==> config.mk <==
export PLATFORM = sky130hd
export DESIGN_NAME = mc_ctrl_unit
export DESIGN_NICKNAME = d
export VERILOG_FILES = /design/src/rtl/mc_ctrl_unit.sv
export SDC_FILE = /design/constraint.sdc
export NUM_CORES = 1
export LEC_CHECK = 0
export BUFFER_PORTS_ARGS = -buffer_cell sky130_fd_sc_hd__buf_2
export CAP_MARGIN = 30
export CORE_MARGIN = 2
export CORE_UTILIZATION = 48
export DETAILED_ROUTE_END_ITERATION = 8
export PLACE_DENSITY = 0.84
export RECOVER_POWER = 100
export SETUP_SLACK_MARGIN = 0.2
export SLEW_MARGIN = 10
export SYNTH_ARGS = -nofsm -noshare
export SYNTH_HDL_FRONTEND = slang
export SYNTH_SLANG_ARGS = --single-unit
==> constraint.sdc <==
create_clock -name clk -period 3.5 [get_ports clk]
set_clock_uncertainty 0.05 [all_clocks]
set_input_delay 0.175 -clock clk [delete_from_list [all_inputs] [get_ports clk]]
set_output_delay 0.175 -clock clk [all_outputs]
set_load 0.1 [all_outputs]
==> src/rtl/mc_ctrl_unit.sv <==
// Multicycle MIPS control unit: Moore FSM sequencing fetch/decode/execute/memory/write-back,
// with ALU-control and immediate-extend decoding, illegal-instruction and completion flags.
module mc_ctrl_unit #(
  parameter int ALUCTL_W   = 3,
  parameter bit EN_IMM_OPS = 1'b1
) (
  input  logic                clk,
  input  logic                rst_n,
  input  logic [5:0]          op,
  input  logic [5:0]          funct,
  input  logic                zero,
  output logic                pc_en,
  output logic                iord,
  output logic                mem_write,
  output logic                ir_write,
  output logic                reg_dst,
  output logic                mem_to_reg,
  output logic                reg_write,
  output logic                alu_src_a,
  output logic [1:0]          alu_src_b,
  output logic [1:0]          pc_src,
  output logic [ALUCTL_W-1:0] alu_ctl,
  output logic                ext_op,
  output logic                illegal,
  output logic                instr_done,
  output logic [3:0]          state_o
);

  typedef enum logic [3:0] {
    S_FETCH  = 4'd0,  S_DECODE = 4'd1,  S_MEMADR = 4'd2,  S_MEMRD = 4'd3,
    S_MEMWB  = 4'd4,  S_MEMWR  = 4'd5,  S_EXEC   = 4'd6,  S_ALUWB = 4'd7,
    S_BRANCH = 4'd8,  S_IMMEX  = 4'd9,  S_IMMWB  = 4'd10, S_JUMP  = 4'd11
  } state_t;

  localparam logic [5:0] OP_RTYPE = 6'b000000, OP_LW   = 6'b100011, OP_SW   = 6'b101011,
                         OP_BEQ   = 6'b000100, OP_J    = 6'b000010, OP_ADDI = 6'b001000,
                         OP_ANDI  = 6'b001100, OP_SLTI = 6'b001010, OP_ORI  = 6'b001101;

  localparam logic [2:0] ALU_ADD = 3'b010, ALU_SUB = 3'b110, ALU_AND = 3'b000,
                         ALU_OR  = 3'b001, ALU_SLT = 3'b111;

  state_t     state, state_nxt;
  logic       pc_write, branch, ir_load, mem_wr, reg_wr, ill_raw, done_raw;
  logic [2:0] alu_code;

  function automatic logic funct_legal(input logic [5:0] f);
    case (f)
      6'b100000, 6'b100010, 6'b100100, 6'b100101, 6'b101010, 6'b000000: funct_legal = 1'b1;
      default: funct_legal = 1'b0;
    endcase
  endfunction

  function automatic logic [2:0] funct_alu(input logic [5:0] f);
    case (f)
      6'b100000: funct_alu = ALU_ADD;
      6'b100010: funct_alu = ALU_SUB;
      6'b100101: funct_alu = ALU_OR;
      6'b101010: funct_alu = ALU_SLT;
      default:   funct_alu = ALU_AND;
    endcase
  endfunction

  function automatic logic [2:0] imm_alu(input logic [5:0] o);
    case (o)
      OP_ANDI: imm_alu = ALU_AND;
      OP_ORI:  imm_alu = ALU_OR;
      OP_SLTI: imm_alu = ALU_SLT;
      default: imm_alu = ALU_ADD;
    endcase
  endfunction

  always_ff @(posedge clk or negedge rst_n) begin
    if (!rst_n) state <= S_FETCH;
    else        state <= state_nxt;
  end

  always_comb begin
    state_nxt  = S_FETCH;
    pc_write   = 1'b0;
    branch     = 1'b0;
    ir_load    = 1'b0;
    mem_wr     = 1'b0;
    reg_wr     = 1'b0;
    ill_raw    = 1'b0;
    done_raw   = 1'b0;
    iord       = 1'b0;
    reg_dst    = 1'b0;
    mem_to_reg = 1'b0;
    alu_src_a  = 1'b0;
    alu_src_b  = 2'b00;
    pc_src     = 2'b00;
    alu_code   = ALU_AND;
    ext_op     = 1'b1;
    case (state)
      S_FETCH: begin
        alu_src_b = 2'b01;
        alu_code  = ALU_ADD;
        ir_load   = 1'b1;
        pc_write  = 1'b1;
        state_nxt = S_DECODE;
      end
      S_DECODE: begin
        alu_src_b = 2'b11;
        alu_code  = ALU_ADD;
        case (op)
          OP_LW, OP_SW: state_nxt = S_MEMADR;
          OP_RTYPE:     if (funct_legal(funct)) state_nxt = S_EXEC; else ill_raw = 1'b1;
          OP_BEQ:       state_nxt = S_BRANCH;
          OP_J:         state_nxt = S_JUMP;
          OP_ADDI, OP_ANDI, OP_SLTI, OP_ORI:
                        if (EN_IMM_OPS) state_nxt = S_IMMEX; else ill_raw = 1'b1;
          default:      ill_raw = 1'b1;
        endcase
        // An illegal instruction ends here and falls back to FETCH.
        done_raw = ill_raw;
      end
      S_MEMADR: begin
        alu_src_a = 1'b1;
        alu_src_b = 2'b10;
        alu_code  = ALU_ADD;
        state_nxt = (op == OP_SW) ? S_MEMWR : S_MEMRD;
      end
      S_MEMRD: begin
        iord      = 1'b1;
        state_nxt = S_MEMWB;
      end
      S_MEMWB: begin
        mem_to_reg = 1'b1;
        reg_wr     = 1'b1;
        done_raw   = 1'b1;
      end
      S_MEMWR: begin
        iord     = 1'b1;
        mem_wr   = 1'b1;
        done_raw = 1'b1;
      end
      S_EXEC: begin
        alu_src_a = 1'b1;
        alu_code  = funct_alu(funct);
        state_nxt = S_ALUWB;
      end
      S_ALUWB: begin
        reg_dst  = 1'b1;
        reg_wr   = 1'b1;
        done_raw = 1'b1;
      end
      S_BRANCH: begin
        alu_src_a = 1'b1;
        alu_code  = ALU_SUB;
        pc_src    = 2'b01;
        branch    = 1'b1;
        done_raw  = 1'b1;
      end
      S_IMMEX: begin
        alu_src_a = 1'b1;
        alu_src_b = 2'b10;
        alu_code  = imm_alu(op);
        ext_op    = !((op == OP_ANDI) || (op == OP_ORI));
        state_nxt = S_IMMWB;
      end
      S_IMMWB: begin
        reg_wr   = 1'b1;
        done_raw = 1'b1;
      end
      S_JUMP: begin
        pc_src   = 2'b10;
        pc_write = 1'b1;
        done_raw = 1'b1;
      end
      default: state_nxt = S_FETCH;
    endcase
  end

  // Enables and pulses are gated by rst_n so nothing writes while reset is held.
  assign pc_en      = rst_n & (pc_write | (branch & zero));
  assign ir_write   = rst_n & ir_load;
  assign mem_write  = rst_n & mem_wr;
  assign reg_write  = rst_n & reg_wr;
  assign illegal    = rst_n & ill_raw;
  assign instr_done = rst_n & done_raw;
  assign alu_ctl    = ALUCTL_W'(alu_code);
  assign state_o    = state;

endmodule

==> results of run 1 <==
-- cells in the mapped netlist, drive strengths merged --
cell / number / area [um2]
nor2: 11 / 41.3
buf: 7 / 40.0
nand2: 7 / 26.3
nand2b: 7 / 43.8
nor3: 7 / 35.0
nor2b: 5 / 31.3
a21oi: 4 / 23.8
dfrtp: 4 / 100
a221oi: 3 / 26.3
nor3b: 3 / 22.5
a211oi: 2 / 15.0
a21o: 2 / 15.0
a31oi: 2 / 12.5
a41o: 2 / 20.0
and3: 2 / 12.5
clkbuf: 2 / 7.51
inv: 2 / 7.51
nand4: 2 / 12.5
nor4: 2 / 27.5
o22ai: 2 / 12.5
xnor2: 2 / 17.5
a2111oi: 1 / 15.0
a211o: 1 / 8.76
a221o: 1 / 10.0
a32o: 1 / 10.0
a32oi: 1 / 8.76
and2: 1 / 7.51
mux2: 1 / 11.3
nand4b: 1 / 8.76
o2111ai: 1 / 8.76
o21a: 1 / 7.51
o21ai: 1 / 5.00
o21bai: 1 / 7.51
o2bb2ai: 1 / 8.76
o32ai: 1 / 8.76
o41ai: 1 / 8.76
or2b: 1 / 7.51
or3: 1 / 6.26
or4: 1 / 11.3
-- cell families after synthesis --
group | Yosys count | synth area share, %
AND/OR/NAND/NOR | 51 | 41.4
AO/OA/AOI/OAI | 29 | 32.7
buffers and inverters | 11 | 7.75
flip-flops | 4 | 14.1
XOR/XNOR | 2 | 2.47
multiplexers | 1 | 1.58
-- what timing repair did --
action,in CTS,in global routing
endpoints found under the hold margin,4,0
hold buffers,1,0
endpoints found under the setup margin,0,0
-- area by class of cell --
class                      count  area [um2]  share of cell area, %
clock buffer                   3        22.5                   2.48
inverter                       2        7.51                  0.825
sequential                     4         100                   11.0
tap                           15        18.8                   2.06
timing repair buffer          37         161                   17.7
multi-input combinational     83         599                   65.9
-- metal layers --
layer	wire, um	vias to the layer above
li1	-	438
met1	881	423
met2	1040	36
met3	143	0
met4	0	0
met5	0	-
-- worst max-delay path by stage --
stage                             to  slack (ns)
after floorplan           alu_ctl[2]       -0.11
after global placement    alu_ctl[2]        1.38
after CTS                 alu_ctl[2]        1.05
after detailed placement  alu_ctl[2]        1.30
final                     alu_ctl[2]        0.60
after global routing      alu_ctl[2]        0.47
-- through the flow --
stage                     hold WS (ns)  util [%]  setup WS (ns)  setup TNS, ns
final                            0.314      67.4          0.596              0
after CTS                        0.251      70.7           1.05              0
after detailed placement       -0.0385      68.3           1.30              0
after floorplan                 -0.171         -         -0.110         -0.110
after global placement         -0.0382      68.3           1.38              0
after global routing             0.352      67.4          0.466              0
==> metrics.txt, run 1 <==
worst endpoint data arrival time=2.68 ns; RR Endpoint=state_o[1]$_DFF_PN0_; slowest stage cell, crit path=clkbuf_1; Setup crit start kind=register; Setup Fix Bufs, Post-CTS=0; CP delay by family, top=buffers and inverters; final antenna-violating net count=0; DPL Wire Length=1510 um; Max Clock Freq=0.344 GHz; I/O pin cnt=37; # fillers=144; # H-tree levels=1; via count=897; critical path buffer and inverter count=1; Final Hold Fails=0; finished layout cell area=910 um2; Mapped Cells=98; Min Clock Period, post-route=2.90 ns; Yosys cell types=43; CP Cell Sequence=nor2b_1 -> nand4b_1 -> nor3_1 -> a221o_1 -> clkbuf_1; post-route clock period utilization=83.0%; Worst-Margin Slew=1.17 ns; largest net degree at the start of global routing=19; Setup crit end kind=output pin; Rows=13; max reg flops=4; grt ovf=0; Max-Cap Viols=0; max incr delay on CP=0.86 ns; instance count on the critical path=5; Clk pin slew, worst setup/hold paths=0.04 ns; vias per cell=6.23; CTS Root Cell=clkbuf_4; share of cells above drive strength 1=22.5%; Synthesized Nets=113; # diodes=0; unrepaired setup endpoints after global routing=false; Synth Cell Area=711 um2; outcome=complete, no violations; reg-to-reg slack, setup=2.00 ns; I/O Buffers=36; layout net count=146; CTS tree=yes; Pre-Repair DR Iteration Count=4; WL/cell=14.4 um; vias in the first global route=818; core footprint=1350 um2; Clock Path Buffers=2; sequential area share after synthesis=14.1%; CP Data Required Time=3.27 ns; WL final=2070 um; initial antenna violation count=0; Crit Path Max Fanout=18; HP Class=in2async; GPL Wtd Cong=0.830; RR Startpoint=state_o[0]$_DFF_PN0_; post-place instance area=922 um2; worst skew pair latency=0.23 ns; PostCTS Resize Cnt=0; first-pass GRT wire length=3350 um; Max-slew headroom=22.1%; 1st-iter DRT viols=22; Seq cells post-synth=4; area delta synth->final=28.0%; met2 Use GR=40.9%; GR Layer Usage met1=29.8%; GRT Total Usage=22.9%; worst setup path startpoint=state_o[1]$_DFF_PN0_; most frequent cells in the layout=clkbuf_1, buf_2, nor2_1; number of buffers created by CTS=3; chip height=42.5 um; Final Max Tran Viols=0; DRC=0; Crit Path Category=reg2out; average size of a mapped cell=7.25 um2; R2R depth=2; Die Area=1800 um2; # setup viols final=0; Die X=42.5 um; clock tree sinks=4; placed insts=140; GR Util met3=0%; starting density of the core=52.6%; Warnings, synthesis=0; Layout Cells excl Fill=144; most common cell after layout, fill and taps aside=clkbuf_1; GRT busiest layer=met2
Power of run 1 is not shown: default switching activity piles up to over one toggle a cycle in this logic, so the estimate is an artifact.
==> inputs of run 2 (changes only) <==
--- a/config.mk
+++ b/config.mk
@@ -8,9 +8,9 @@
 export BUFFER_PORTS_ARGS = -buffer_cell sky130_fd_sc_hd__buf_2
 export CAP_MARGIN = 30
 export CORE_MARGIN = 2
-export CORE_UTILIZATION = 48
+export CORE_UTILIZATION = 40
 export DETAILED_ROUTE_END_ITERATION = 8
-export PLACE_DENSITY = 0.84
+export PLACE_DENSITY = 0.75
 export RECOVER_POWER = 100
 export SETUP_SLACK_MARGIN = 0.2
 export SLEW_MARGIN = 10
==> constraint.sdc (replaced) <==
create_clock -name clk -period 2.3 [get_ports clk]
set_clock_uncertainty 0.05 [all_clocks]
set_input_delay 0.115 -clock clk [delete_from_list [all_inputs] [get_ports clk]]
set_output_delay 0.115 -clock clk [all_outputs]
set_load 0.1 [all_outputs]
==> run 2 against run 1 <==
- clock-buffer cell count unchanged
- global-route usage is 0.64 points higher
- largest cell class unchanged
- sequential cell count did not move
- non-clock buffer count up 1
- critical endpoint is now instr_done
- via count grew 1.8%
- worst setup slack got worse by 0.41 ns
- wire length is 9.3% higher
- hold slack got worse by 0.098 ns
- critical path depth unchanged
==> metrics.txt, run 2 (synthesized netlist as in run 1, its figures left out) <==
worst setup path startpoint=state_o[3]$_DFF_PN0_; layout net count=147; unrepaired setup endpoints after global routing=true; routed length on met3=110 um; Setup Fix Bufs, Post-CTS=0; Die Area=2130 um2; number of buffers created by CTS=3; DPL Wire Length=1700 um; # diodes=0; via count=913; initial antenna violation count=0; Setup crit start kind=register; starting density of the core=42.1%; area delta synth->final=59.9%; Final Max Tran Viols=0; Clock Path Buffers=2; Pre-Repair DR Iteration Count=4; share of cells above drive strength 1=50.8%; Setup crit end kind=output pin; DRC=0; CP Data Required Time=2.13 ns; CTS Root Cell=clkbuf_4; 1st-iter DRT viols=22; placed insts=143; WL final=2260 um; Min Clock Period, post-route=2.12 ns; outcome=complete, no violations; top routing layer used=met4; largest net degree at the start of global routing=17; max reg flops=4; Die X=46.2 um; # fillers=157; Rows=15; vias per cell=6.21; M1 WL=1010 um; most frequent cells in the layout=buf_2, clkbuf_2, nor2_1; HP Class=in2async; core footprint=1690 um2; CTS tree=yes; final antenna-violating net count=0; met2 routed WL=1120 um; # setup viols final=0; GRT Total Usage=23.5%; # H-tree levels=1; Max-slew headroom=22.9%; I/O pin cnt=37; I/O Buffers=36; Final Hold Fails=0; worst skew pair latency=0.23 ns; Max-Cap Viols=0; chip height=46.2 um; post-route clock period utilization=92.1%; Clk pin slew, worst setup/hold paths=0.04 ns; grt ovf=0; Crit Path Category=reg2out; most common cell after layout, fill and taps aside=buf_2; Crit Path Max Fanout=16; Layout Cells excl Fill=147; Max Clock Freq=0.472 GHz; worst endpoint data arrival time=1.95 ns; clock tree sinks=4; Worst-Margin Slew=1.16 ns; RR Startpoint=state_o[1]$_DFF_PN0_; vias in the first global route=835; GPL Wtd Cong=0.878; WL/cell=15.4 um; first-pass GRT wire length=3710 um
[run 2: cell count changes in the layout (fill, tap and decap cells not counted), sizes merged]
| cell | previous run | this run |
|---|---|---|
| clkbuf | 26 | 20 |
| buf | 13 | 20 |
[run 2: repair_timing]
action	in CTS	in global routing
endpoints found under the setup margin	4	4
endpoints found under the hold margin	4	0
resized for setup	3	3
hold buffers	1	0
pin swaps	0	1
[run 2: final cells by class]
type                       instances  area (um2)  area share, %
sequential                         4         110           9.69
timing repair buffer              38         240           21.1
clock buffer                       3        22.5           1.98
tap                               17        21.3           1.87
inverter                           2        7.51          0.661
multi-input combinational         83         734           64.6
[run 2: worst paths after layout]
path / end / slack, ns / cells after the start
setup / recovery: instr_done / 0.18 / 5
hold reg to reg: state_o[3]$_DFF_PN0_ / 0.64 / 1
setup reg to reg: state_o[0]$_DFF_PN0_ / 0.88 / 4
max in group asynchronous: state_o[1]$_DFF_PN0_ / 1.80 / 2
min in group clk: state_o[2]$_DFF_PN0_ / 0.23 / 4
hold / removal: state_o[2]$_DFF_PN0_ / 0.22 / 2
[run 2: layer usage]
layer  up-vias  track usage [%]
met5         -                0
met2        40             35.3
li1        444                -
met4         0             10.9
met3         2             2.35
met1       427             33.3
[run 2: worst max-delay path, stage by stage (launching register included)]
cell and delay [ns]:
dfrtp_2 0.54, nand2b_1 0.32, o22ai_1 0.18, nand2_1 0.14, o41ai_4 0.07, buf_2 0.47
[run 2: metrics by stage]
step | setup TNS [ns] | instance area (um2) | util (%) | hold WS, ns | setup WS, ns
after floorplan | -0.0404 | 927 | - | -0.231 | -0.0404
after global placement | 0 | 1110 | 65.9 | -0.0914 | 0.415
after detailed placement | 0 | 1110 | 65.9 | -0.0899 | 0.390
after CTS | 0 | 1150 | 68.4 | 0.209 | 0.212
after global routing | 0 | 1140 | 67.3 | 0.233 | 0.0976
final | 0 | 1140 | 67.3 | 0.216 | 0.183
Power of run 2 is left out for the same reason.
==> inputs of run 3 (changes only) <==
--- a/config.mk
+++ b/config.mk
@@ -11,7 +11,7 @@
 export CORE_UTILIZATION = 40
 export DETAILED_ROUTE_END_ITERATION = 8
 export PLACE_DENSITY = 0.75
-export RECOVER_POWER = 100
+export RECOVER_POWER = 25
 export SETUP_SLACK_MARGIN = 0.2
 export SLEW_MARGIN = 10
 export SYNTH_ARGS = -nofsm -noshare
==> run 3 against run 2 <==
- hold slack improved by 0.0019 ns
- wire length is 1.2% lower
- register-to-register slack hardly changed
- non-clock buffer count stayed put
- sequential cell count stayed put
- clock-buffer cell count did not move
==> metrics.txt, run 3 (synthesized netlist as in run 1, its figures left out) <==
outcome=complete, no violations; # H-tree levels=1; via count=896; GPL Wtd Cong=0.878; HP Class=in2async; Crit Path Category=reg2out; largest net degree at the start of global routing=17; grt ovf=0; RR Startpoint=state_o[1]$_DFF_PN0_; post-route clock period utilization=89.1%; share of cells above drive strength 1=55.4%; Die X=46.2 um; Rows=15; RR Endpoint=state_o[0]$_DFF_PN0_; met2 Use GR=35.3%; Final Hold Fails=0; GRT Total Usage=23.5%; I/O pin cnt=37; core footprint=1690 um2; Pre-Repair DR Iteration Count=4; critical path buffer and inverter count=1; GRT busiest layer=met2; layout net count=147; max reg flops=4; first-pass GRT wire length=3710 um; Clk pin slew, worst setup/hold paths=0.04 ns; post-place instance area=1110 um2; DRC=0; Clock Path Buffers=2; Setup crit start kind=register; Max-slew headroom=67.8%; clock tree sinks=4; # diodes=0; finished layout cell area=1160 um2; reg-to-reg slack, setup=0.88 ns; most frequent cells in the layout=buf_2, nor2_1, nand2_1; WL final=2230 um; final antenna-violating net count=0; initial antenna violation count=0; Die Area=2130 um2; worst skew pair latency=0.23 ns; I/O Buffers=36; WL/cell=15.2 um; # setup viols final=0; Max-Cap Viols=0; chip height=46.2 um; CP delay by family, top=flip-flops; max incr delay on CP=0.58 ns; vias in the first global route=835; R2R depth=4; CTS Root Cell=clkbuf_4; unrepaired setup endpoints after global routing=true; Crit Path Max Fanout=16; # fillers=148; most common cell after layout, fill and taps aside=buf_2; CTS tree=yes; DPL Wire Length=1700 um; 1st-iter DRT viols=23; Min Clock Period, post-route=2.05 ns; Max Clock Freq=0.488 GHz; GR Util met3=2.35%; Worst-Margin Slew=0.483 ns; starting density of the core=42.1%; slowest stage cell, crit path=dfrtp_4; Final Max Tran Viols=0; number of buffers created by CTS=3; worst endpoint data arrival time=1.88 ns; CP Cell Sequence=nor2b_1 -> nand4b_1 -> nor3_2 -> a221o_4 -> buf_12; GR Layer Usage met1=33.3%; CP Data Required Time=2.13 ns; area delta synth->final=63.2%; vias per cell=6.10; Setup crit end kind=output pin
-- run 3: changes by cell type in the layout (fill, tap and decap cells not counted), sizes merged --
cell    change
buf        +16
clkbuf     -16
-- run 3: how the worst max path moves through the flow --
stage                               from          to  slack (ns)  depth (start not counted)
floorplan           state_o[1]$_DFF_PN0_  instr_done       -0.04                          3
global placement                funct[1]  instr_done        0.42                          6
detailed placement              funct[1]  instr_done        0.39                          6
CTS                 state_o[1]$_DFF_PN0_   reg_write        0.21                          6
global route        state_o[3]$_DFF_PN0_   reg_write        0.18                          5
finish              state_o[2]$_DFF_PN0_  alu_ctl[2]        0.25                          5
-- run 3: metrics by stage --
| stage | instances | util (%) | hold WS (ns) | setup WS, ns | TNS (ns) |
|---|---|---|---|---|---|
| finish | 147 | 68.7 | 0.218 | 0.250 | 0 |
| global placement | 143 | 65.9 | -0.0914 | 0.415 | 0 |
| detailed placement | 143 | 65.9 | -0.0899 | 0.390 | 0 |
| global route | 147 | 68.7 | 0.233 | 0.182 | 0 |
| floorplan | 98 | - | -0.231 | -0.0404 | -0.0404 |
| CTS | 147 | 68.4 | 0.209 | 0.212 | 0 |
-- run 3: area by class of cell --
| cell class | count | area [um2] | share of cell area [%] |
|---|---|---|---|
| Multi-Input combinational cell | 83 | 743 | 64.1 |
| Timing Repair Buffer | 38 | 250 | 21.6 |
| Sequential cell | 4 | 115 | 9.92 |
| Clock buffer | 3 | 22.5 | 1.94 |
| Tap cell | 17 | 21.3 | 1.83 |
| Inverter | 2 | 7.51 | 0.647 |
-- run 3: per-layer routing --
metal	vias up	routed length, um
met1	420	977
met5	-	0
li1	441	-
met3	2	120
met2	33	1120
met4	0	19
-- run 3: timing repair --
action / in CTS / in global routing
hold buffers: 1 / 0
pin swaps: 0 / 1
endpoints found under the setup margin: 4 / 4
gates resized for setup: 3 / 3
endpoints found under the hold margin: 4 / 0
setup buffers: 0 / 0
Power of run 3 is left out for the same reason.
